$ cat src/rtl/hamming_encoder.sv
// hamming_encoder
//   Two-stage pipelined extended Hamming (32,26) SECDED encoder with
//   single-bit error injection for exercising a downstream decoder.
//
//   Ports:
//     clk        rising-edge clock for all state
//     rst_n      asynchronous active-low reset
//     data_in    26-bit payload word
//     in_valid   data_in is valid
//     in_ready   encoder can accept a word this cycle
//     data_out   32-bit codeword (bit i = Hamming position i, bit 0 = overall parity)
//     out_valid  data_out is valid
//     out_ready  downstream accepts data_out this cycle
//     inj_req    one-cycle pulse arming single-bit error injection
//     inj_pos    codeword bit index to flip, sampled with inj_req
//     inj_armed  injection armed and not yet applied
//     word_cnt   count of completed output handshakes (wraps)
module hamming_encoder (
  input  logic        clk,
  input  logic        rst_n,
  input  logic [25:0] data_in,
  input  logic        in_valid,
  output logic        in_ready,
  output logic [31:0] data_out,
  output logic        out_valid,
  input  logic        out_ready,
  input  logic        inj_req,
  input  logic [4:0]  inj_pos,
  output logic        inj_armed,
  output logic [15:0] word_cnt
);

  logic        s1_valid;
  logic [25:0] s1_data;
  logic [4:0]  inj_pos_q;
  logic        s2_load;
  logic        s1_load;
  logic        apply_inj;
  logic [31:0] codeword;
  logic [31:0] cw_final;

  function automatic logic [31:0] encode(input logic [25:0] d);
    logic [31:0] cw;
    logic [4:0]  ppos;
    logic        p;
    int unsigned j;
    cw = '0;
    j  = 0;
    // Data fills every non-power-of-two position in ascending order.
    for (int unsigned i = 1; i < 32; i++) begin
      if ((i & (i - 1)) != 0) begin
        cw[i[4:0]] = d[j[4:0]];
        j++;
      end
    end
    // Parity positions are still zero here and no group covers another
    // parity position, so they can be filled in any order.
    for (int unsigned k = 0; k < 5; k++) begin
      p = 1'b0;
      for (int unsigned i = 1; i < 32; i++) begin
        if (((i >> k) & 1) != 0) p = p ^ cw[i[4:0]];
      end
      ppos       = 5'(32'd1 << k);
      cw[ppos]   = p;
    end
    cw[0] = ^cw[31:1];
    return cw;
  endfunction

  always_comb begin
    s2_load  = !out_valid || out_ready;
    s1_load  = !s1_valid || s2_load;
    in_ready = rst_n && s1_load;
    // An inj_req coinciding with the load defers injection to the next word.
    apply_inj = inj_armed && s1_valid && s2_load && !inj_req;
    codeword  = encode(s1_data);
    cw_final  = codeword ^ (apply_inj ? (32'd1 << inj_pos_q) : '0);
  end

  always_ff @(posedge clk or negedge rst_n) begin
    if (!rst_n) begin
      s1_valid  <= 1'b0;
      s1_data   <= '0;
      out_valid <= 1'b0;
      data_out  <= '0;
      inj_armed <= 1'b0;
      inj_pos_q <= '0;
      word_cnt  <= '0;
    end else begin
      if (s1_load) begin
        s1_valid <= in_valid;
        if (in_valid) s1_data <= data_in;
      end
      if (s2_load) begin
        out_valid <= s1_valid;
        if (s1_valid) data_out <= cw_final;
      end
      if (inj_req) begin
        inj_armed <= 1'b1;
        inj_pos_q <= inj_pos;
      end else if (apply_inj) begin
        inj_armed <= 1'b0;
      end
      if (out_valid && out_ready) word_cnt <= word_cnt + 16'd1;
    end
  end

endmodule

$ cat config.mk
export PLATFORM = sky130hd
export DESIGN_NAME = hamming_encoder
export DESIGN_NICKNAME = d
export VERILOG_FILES = /design/src/rtl/hamming_encoder.sv
export SDC_FILE = /design/constraint.sdc
export NUM_CORES = 1
export LEC_CHECK = 0
export CELL_PAD_IN_SITES_DETAIL_PLACEMENT = 0
export CELL_PAD_IN_SITES_GLOBAL_PLACEMENT = 1
export CORE_MARGIN = 5
export CORE_UTILIZATION = 36
export DETAILED_ROUTE_END_ITERATION = 16
export PLACE_DENSITY_LB_ADDON = 0.1
export SYNTH_ARGS = -nofsm -noshare
export SYNTH_HDL_FRONTEND = slang
export SYNTH_SLANG_ARGS = --single-unit
$ cat constraint.sdc
create_clock -name clk -period 2.52 [get_ports clk]
set_clock_uncertainty 0.2 [all_clocks]
set_input_delay 0.378 -clock clk [delete_from_list [all_inputs] [get_ports clk]]
set_output_delay 0.378 -clock clk [all_outputs]
set_load 0.05 [all_outputs]
Word-level counts from Yosys, hierarchy flattened
Index checks and enable logic that the tools add are counted.

Mux-type cells: 3. Reductions and logical operators: 14. Shifts and indexed selects: 1. Add/subtract/negate cells: 1. Bitwise operators: 71.

Operators by type and width (count): $xor A1 B1 Y1 (70); $mux W32 (1); $shl A1 B5 Y32 const A (1); $xor A32 B32 Y32 (1); $reduce_xor A31 Y1 (1); $add A16 B1 Y16 const B (1); $logic_and A1 B1 Y1 (5); $reduce_and A2 Y1 (2); $logic_not A1 Y1 (3); $logic_or A1 B1 Y1 (2); $mux W1 (2); $reduce_bool A2 Y1 (1).

Input bits: 36. Register bits after elaboration: 82. Output and inout port bits: 51. Logic and storage cells: 97.

Longest topological paths before layout
Gate-level depths: netlist of the first run.

Depth in word-level cells: 16. Gate-level depth with buffers: 7. Gate-level depth less buffers: 6.

Worst setup path after synthesis of the first run
No wires, ideal clock.

Path kind: reg-to-reg. Start point: reg s1_data[22]. End point: reg data_out[0]. Library setup time: 0.125 ns. Path slack: -0.207 ns. Period minus slack after synthesis: 2.727 ns. Buffers on the path: 0. Required time: 2.195 ns. Arrival: 2.402 ns. Stages on the path, launching flop included: 7. Cell sequence: dfrtp_1 > xnor3_2 > xnor2_2 > xor3_2 > xnor3_1 > xnor3_1 > mux2_4.

Word-level cells in the longest chain between the ends: 6. Elaborated cells between the ends (all ways): 14. Classes of those cells: bitwise: 13; reduce/logical: 1.

RTL lines: from (decl) (RTL line 34) `logic [25:0] s1_data;`; from (signal assigned) (RTL line 92) `if (in_valid) s1_data <= data_in;`; $xor A1 B1 Y1 (4 in a row) (RTL line 61) `if (((i >> k) & 1) != 0) p = p ^ cw[i[4:0]];`; $reduce_xor A31 Y1 * (RTL line 66) `cw[0] = ^cw[31:1];`; $xor A32 B32 Y32 * (RTL line 77) `cw_final = codeword ^ (apply_inj ? (32'd1 << inj_pos_q) : '0);`; to (signal assigned) (RTL line 96) `if (s1_valid) data_out <= cw_final;`; to (decl) (RTL line 24) `output logic [31:0] data_out,`.

Mark *: on every way between the ends. The rest lies on a longest branch, timed or not. A chain may end at the register's enable or synchronous reset.

Worst setup path in the final report of the first run
Start point: reg s1_data[24]. End point: reg data_out[0].

Word-level cells in the longest chain between the ends: 4. Elaborated cells between the ends (all ways): 10. Classes of those cells: bitwise: 9; reduce/logical: 1.

RTL lines (RTL line): $xor A1 B1 Y1 (2 in a row) (61); $reduce_xor A31 Y1 * (66); $xor A32 B32 Y32 * (77).

Marked as above.

==> flow_summary.toml, run 1 <==
[outcome]
status = "completed"

[synthesis]
synth-warning-count = 0
syn_nets = 407
synth_edf_count = 0
ys_async_sr_fraction_pct = 100
ys_types = 34
syn-cell-area_um2 = 4130
syn_area_per_cell_um2 = 11.2
ys_ff_latch = 82
synth_seq_area_share_pct = 49.7
synth_cells = 370
synthFlopType = "dfrtp_1"

[cts]
path_clk_slew_ps = 60
cts_inserted_buffers = 9
clk_latency_ps = 340
htree_num_levels = 3
cts_tree = "built"
clock-sinks = 82
cts-root-buf = "clkbuf_16"
cts_buffer_depth = 2

[place]
post-dp-hpwl_um = 7230
place.gp.congestion = 0.791
io_buffers = 86
dp_cells = 610

[timing]
setup_tns_ps = 0
final_max_slew_viol_count = 0
min_period_ps = 2490
setup_viol = 0
tightest_slew_ps = 536
maxSlewHeadroom_pct = 64.1
min_period_over_period_pct = 98.9
fmax_mhz = 401
rsz0062_at_grt = "yes"
finalHoldViolations = 0
hold_slack_ps = 266

[global_route]
grt_util_all_layers_pct = 15.3
grtUsageMet2_pct = 21.9
grt_busiest_layer = "met1"
grt_pass1_wl_um = 15800
grtUsageMet1_pct = 22.8
grt_pass1_vias = 2941
grt_overflow = 0
antenna_found_initial = 0
grt_start_max_net_pins = 83
gr-usage-met3_pct = 3.65

[critical_path]
cp.depth = 6
rrSetupSlack_ps = 30
start_kind = "register"
crit_family = "XOR/XNOR gates"
worst_ep_required_time_ps = 2540
path_buf_inv = 0
crit-reg2reg-launch = "s1_data[24]"
worstPathCellList = "xnor2_2 -> xor2_2 -> xnor3_2 -> xnor2_4 -> xnor3_1 -> mux2_4"
end_kind = "register"
cp_max_fo = 2
cp.arrival_ps = 2510
setup.worst_path.start = "s1_data[24]"
max_stage_delay_ps = 500
cp_slowest_cell = "xnor3_2"
path_class = "reg -> reg"
rr_worst_depth = 6

[finish]
fin_util_pct = 51.1
insertedDiodeCount = 0
drive_above_1_share_pct = 18.9
nets = 520
layout_common_cells = "clkdlybuf4s50_1 (84), dfrtp_1 (82), xnor2_1 (63), nor2_1 (62), a21oi_1 (30)"
final_common_cell = "clkdlybuf4s50_1"
areaGrowthSynthToFinish_pct = 40.0
fin_cells = 631

[hold_path]
hold_depth = 1
hp-class = "reg -> reg"
min-delay-start = "word_cnt[15]"

[detailed_routing]
ant_nets = 0
wl_per_cell_um = 15.8
vias = 2946
drcViolationCount = 0
dr.pass1.iters = 4
drt_iter0_drc = 172
wl_um = 9950
viasPerCell = 4.67

[run]
max-cap-violations = 0

[power]
fin_total_pwr_w = 0.00653
vdd_ir_drop_max_mv = 0.553
p_leak_nw = 2.34
power_density_nw_per_um2 = 1130

[die]
rows = 39
initial_core_util_pct = 36.5
die_x_um = 117
core-area_um2 = 11300
fp.dieH_um = 117
num_io_pins = 87
die_area_um2 = 13700
## logic make-up after synthesis
logic type               synth area share (%)
adder cells (fa/ha/maj)                 0.303
buffers and inverters                    1.18
AO/OA/AOI/OAI                            4.03
flip-flops                               49.7
XOR/XNOR                                 23.2
multiplexers                             9.09
AND/OR/NAND/NOR                          12.5
## final timing paths
| kind | to |
|---|---|
| setup / recovery | data_out[0] |
| setup reg to reg | data_out[0] |
| hold reg to reg | word_cnt[15] |
| hold / removal | word_cnt[15] |
| min in group asynchronous | word_cnt[0] |
| max in group asynchronous | s1_data[5] |
## layer usage
| metal | up-vias | share of wire (%) |
|---|---|---|
| li1 | 1456 | - |
| met1 | 1411 | 49 |
| met2 | 69 | 45 |
| met3 | 10 | 4.8 |
| met4 | 0 | 1.4 |
| met5 | - | 0 |
## synth_stat cells (2+ instances only)
library cell,count,area share [%]
nand4_1,5,0.76
xnor2_2,3,1.2
and4_1,2,0.42
dfrtp_1,82,50
nand3b_1,2,0.36
mux2_2,26,7.1
o21ai_0,2,0.24
nand3_1,6,0.73
xnor2_1,71,15
nand2b_1,5,0.76
a21oi_1,30,3.6
nand2_1,17,1.5
nor2_1,63,5.7
xnor3_1,4,2.2
xor2_1,12,2.5
and2_1,2,0.30
nor2b_1,4,0.61
mux2_1,6,1.6
nor3_1,2,0.24
clkbuf_1,12,1.1
## report_power, final
| group | switching [W] | internal [W] |
|---|---|---|
| clock | 0.000532 | 0.000817 |
| combinational | 0.00166 | 0.00169 |
| sequential | 0.000239 | 0.00159 |
| total | 0.00243 | 0.00410 |
## stage by stage
step | setup slack (ps) | area, um^2
after floorplan | 8.55 | 4140
after global placement | -10.7 | 5360
final | 26.8 | 5780
after global routing | -61.5 | 5780
after CTS | 11.8 | 5730
after detailed placement | -52.2 | 5360
## repair_timing
action,4_1_cts,5_1_grt
pin swaps,4,10
setup endpoints to repair,1,1
setup buffers,2,2
hold endpoints to repair,82,0
resized for setup,4,5
hold buffers,1,0
## flip-flops by register name, summed over array words and instances (netlist names)
register / cells
inj_armed: 1
s1_data: 26
out_valid: 1
inj_pos_q: 5
data_out: 32
s1_valid: 1
word_cnt: 16
## cell type report
class | instances | area [um^2]
Fill cell | 1101 | 5540
Multi-Input combinational cell | 275 | 2120
Sequential cell | 82 | 2050
Timing Repair Buffer | 114 | 1120
Clock buffer | 11 | 253
Tap cell | 143 | 179
Clock inverter | 5 | 52.6
Inverter | 1 | 3.75
Note: power is estimated with default switching activity, not from simulation.
==> run 2: changes to the inputs <==
Settings changed: SETUP_SLACK_MARGIN set to 0.1.
==> run 2 against run 1 <==
Against the previous run:
- critical path depth rose by 1
- hold slack improved by 1.6 ps
- critical path type unchanged
- largest cell class unchanged
- utilization rose by 0.74 points
- routed wire length barely moved
- sequential power barely moved
- non-clock buffer count rose by 4
- final area rose by 1.5%
==> flow_summary.toml, run 2 (synthesis gave the netlist of run 1 again) <==
[detailed_routing]
drt_iter0_drc = 121
wl_per_cell_um = 15.7
vias = 2919
wl_um = 9960
dr.pass1.iters = 6
viasPerCell = 4.60
ant_nets = 0
drcViolationCount = 0

[place]
place.gp.congestion = 0.782
io_buffers = 86
post-dp-hpwl_um = 7360
dp_cells = 615

[timing]
tightest_slew_ps = 522
min_period_ps = 2450
fmax_mhz = 408
final_max_slew_viol_count = 0
maxSlewHeadroom_pct = 65.1
min_period_over_period_pct = 97.3
setup_viol = 0
rsz0062_at_grt = "yes"
finalHoldViolations = 0

[cts]
cts-root-buf = "clkbuf_16"
cts_inserted_buffers = 9
cts_buffer_depth = 2
path_clk_slew_ps = 60
htree_num_levels = 3
clk_latency_ps = 340
clock-sinks = 82
cts_tree = "built"

[power]
power_density_nw_per_um2 = 1150
fin_total_pwr_w = 0.00675
vdd_ir_drop_max_mv = 0.563
p_leak_nw = 2.38

[global_route]
grtUsageMet2_pct = 24.7
grt_start_max_net_pins = 83
grt_pass1_wl_um = 16400
grt_util_all_layers_pct = 15.8
grt_overflow = 0
antenna_found_initial = 0
grt_busiest_layer = "met2"
grt_pass1_vias = 3091
grtUsageMet1_pct = 21.9
gr-usage-met3_pct = 2.88

[die]
die_x_um = 117
fp.dieH_um = 117
initial_core_util_pct = 36.5
num_io_pins = 87
core-area_um2 = 11300
rows = 39
die_area_um2 = 13700

[finish]
insertedDiodeCount = 0
multi_input_comb_area_um2 = 2160
fin_cells = 634
largest_register_ffs = 32
top_regs = "data_out (32), s1_data (26), word_cnt (16)"
final_common_cell = "clkdlybuf4s50_1"
seq_area_um2 = 2050
drive_above_1_share_pct = 20.2
areaGrowthSynthToFinish_pct = 42.0
fin_util_pct = 51.8
layout_common_cells = "clkdlybuf4s50_1 (84), dfrtp_1 (81), nor2_1 (62), xnor2_1 (59), a21oi_1 (30)"
largest-register = "data_out"
nets = 524
fillCellCount = 1048

[critical_path]
end_kind = "register"
worstPathCellList = "buf_4 -> xor2_1 -> xnor2_1 -> xnor3_1 -> xnor2_2 -> xnor3_1 -> mux2_4"
cp_common_cell = "xnor3_1"
worst_ep_required_time_ps = 2540
cp_max_fo = 3
cp.arrival_ps = 2470
max_stage_delay_ps = 410
path_class = "reg -> reg"
start_kind = "register"
cp_slowest_cell = "dfrtp_1"

[hold_path]
hp-class = "reg -> reg"

[outcome]
status = "completed"

[run]
max-cap-violations = 0
-- run 2: changes by cell type in the layout (fill, tap and decap cells not counted) --
cell and change:
clkinvlp_4 -1, xor2_2 +1, buf_4 +4, dfrtp_1 -1
xnor2_1 -4, clkinv_2 -3, xnor2_2 +4, bufinv_16 +1
dfrtp_2 +1, xor2_1 -1, clkbuf_1 +2
-- run 2: layout make-up --
| class | count | area share, % |
|---|---|---|
| clock buffers | 13 | 4.44 |
| clock inverters | 2 | 1.02 |
| inverters | 1 | 0.0640 |
| multi-input cells | 275 | 36.8 |
| flip-flops and latches | 82 | 35.0 |
| well taps | 143 | 3.05 |
| repair buffers | 118 | 19.6 |
-- run 2: worst paths after layout --
| check | start | end | slack (ps) | depth (start not counted) |
|---|---|---|---|---|
| setup / recovery | s1_data[2] | data_out[0] | 70 | 7 |
| hold / removal | word_cnt[15] | word_cnt[15] | 270 | 1 |
| setup reg to reg | s1_data[2] | data_out[0] | 70 | 7 |
| hold reg to reg | word_cnt[15] | word_cnt[15] | 270 | 1 |
| max in group asynchronous | rst_n | s1_data[1] | 1310 | 3 |
| min in group asynchronous | rst_n | word_cnt[10] | 440 | 3 |
-- run 2: stage by stage --
| step | setup WS (ps) | setup TNS [ps] | instance area, um^2 | hold slack [ps] |
|---|---|---|---|---|
| 6_report | 66.9 | 0 | 5860 | 268 |
| 5_1_grt | -31.2 | -31.2 | 5860 | 289 |
| 4_1_cts | 20.2 | 0 | 5830 | 275 |
| 3_5_place_dp | -69.1 | -69.1 | 5410 | 263 |
| 3_3_place_gp | -42.7 | -42.7 | 5410 | 262 |
| 2_1_floorplan | 100 | 0 | 4150 | -118 |
-- run 2: metal layers --
layer	share of wire, %	up-vias	wire length, um
met1	48	1402	4790
li1	-	1450	-
met2	46	57	4570
met5	0	-	0
met3	4.4	10	437
met4	1.6	0	162
-- run 2: power by group --
part | leakage (nW) | switching [W] | internal [W] | total (W)
sequential | 0.960 | 0.000249 | 0.00159 | 0.00184
clock | 0.156 | 0.000490 | 0.000917 | 0.00141
combinational | 1.27 | 0.00173 | 0.00177 | 0.00350
total | 2.38 | 0.00246 | 0.00428 | 0.00675
-- run 2: what timing repair did --
action                                  CTS  global route
endpoints found under the setup margin    1             2
hold buffers                              1             0
setup buffers                             2             1
gates resized for setup                  11             3
pin swaps                                11             5
endpoints found under the hold margin    82             0
-- run 2: critical path, delay by kind of cell, from the launching register on --
family / cells / cell delay, ps
xor gates and xnor gates: 5 / 1310
DFF: 1 / 410
muxes: 1 / 260
buffers and inverters: 1 / 160
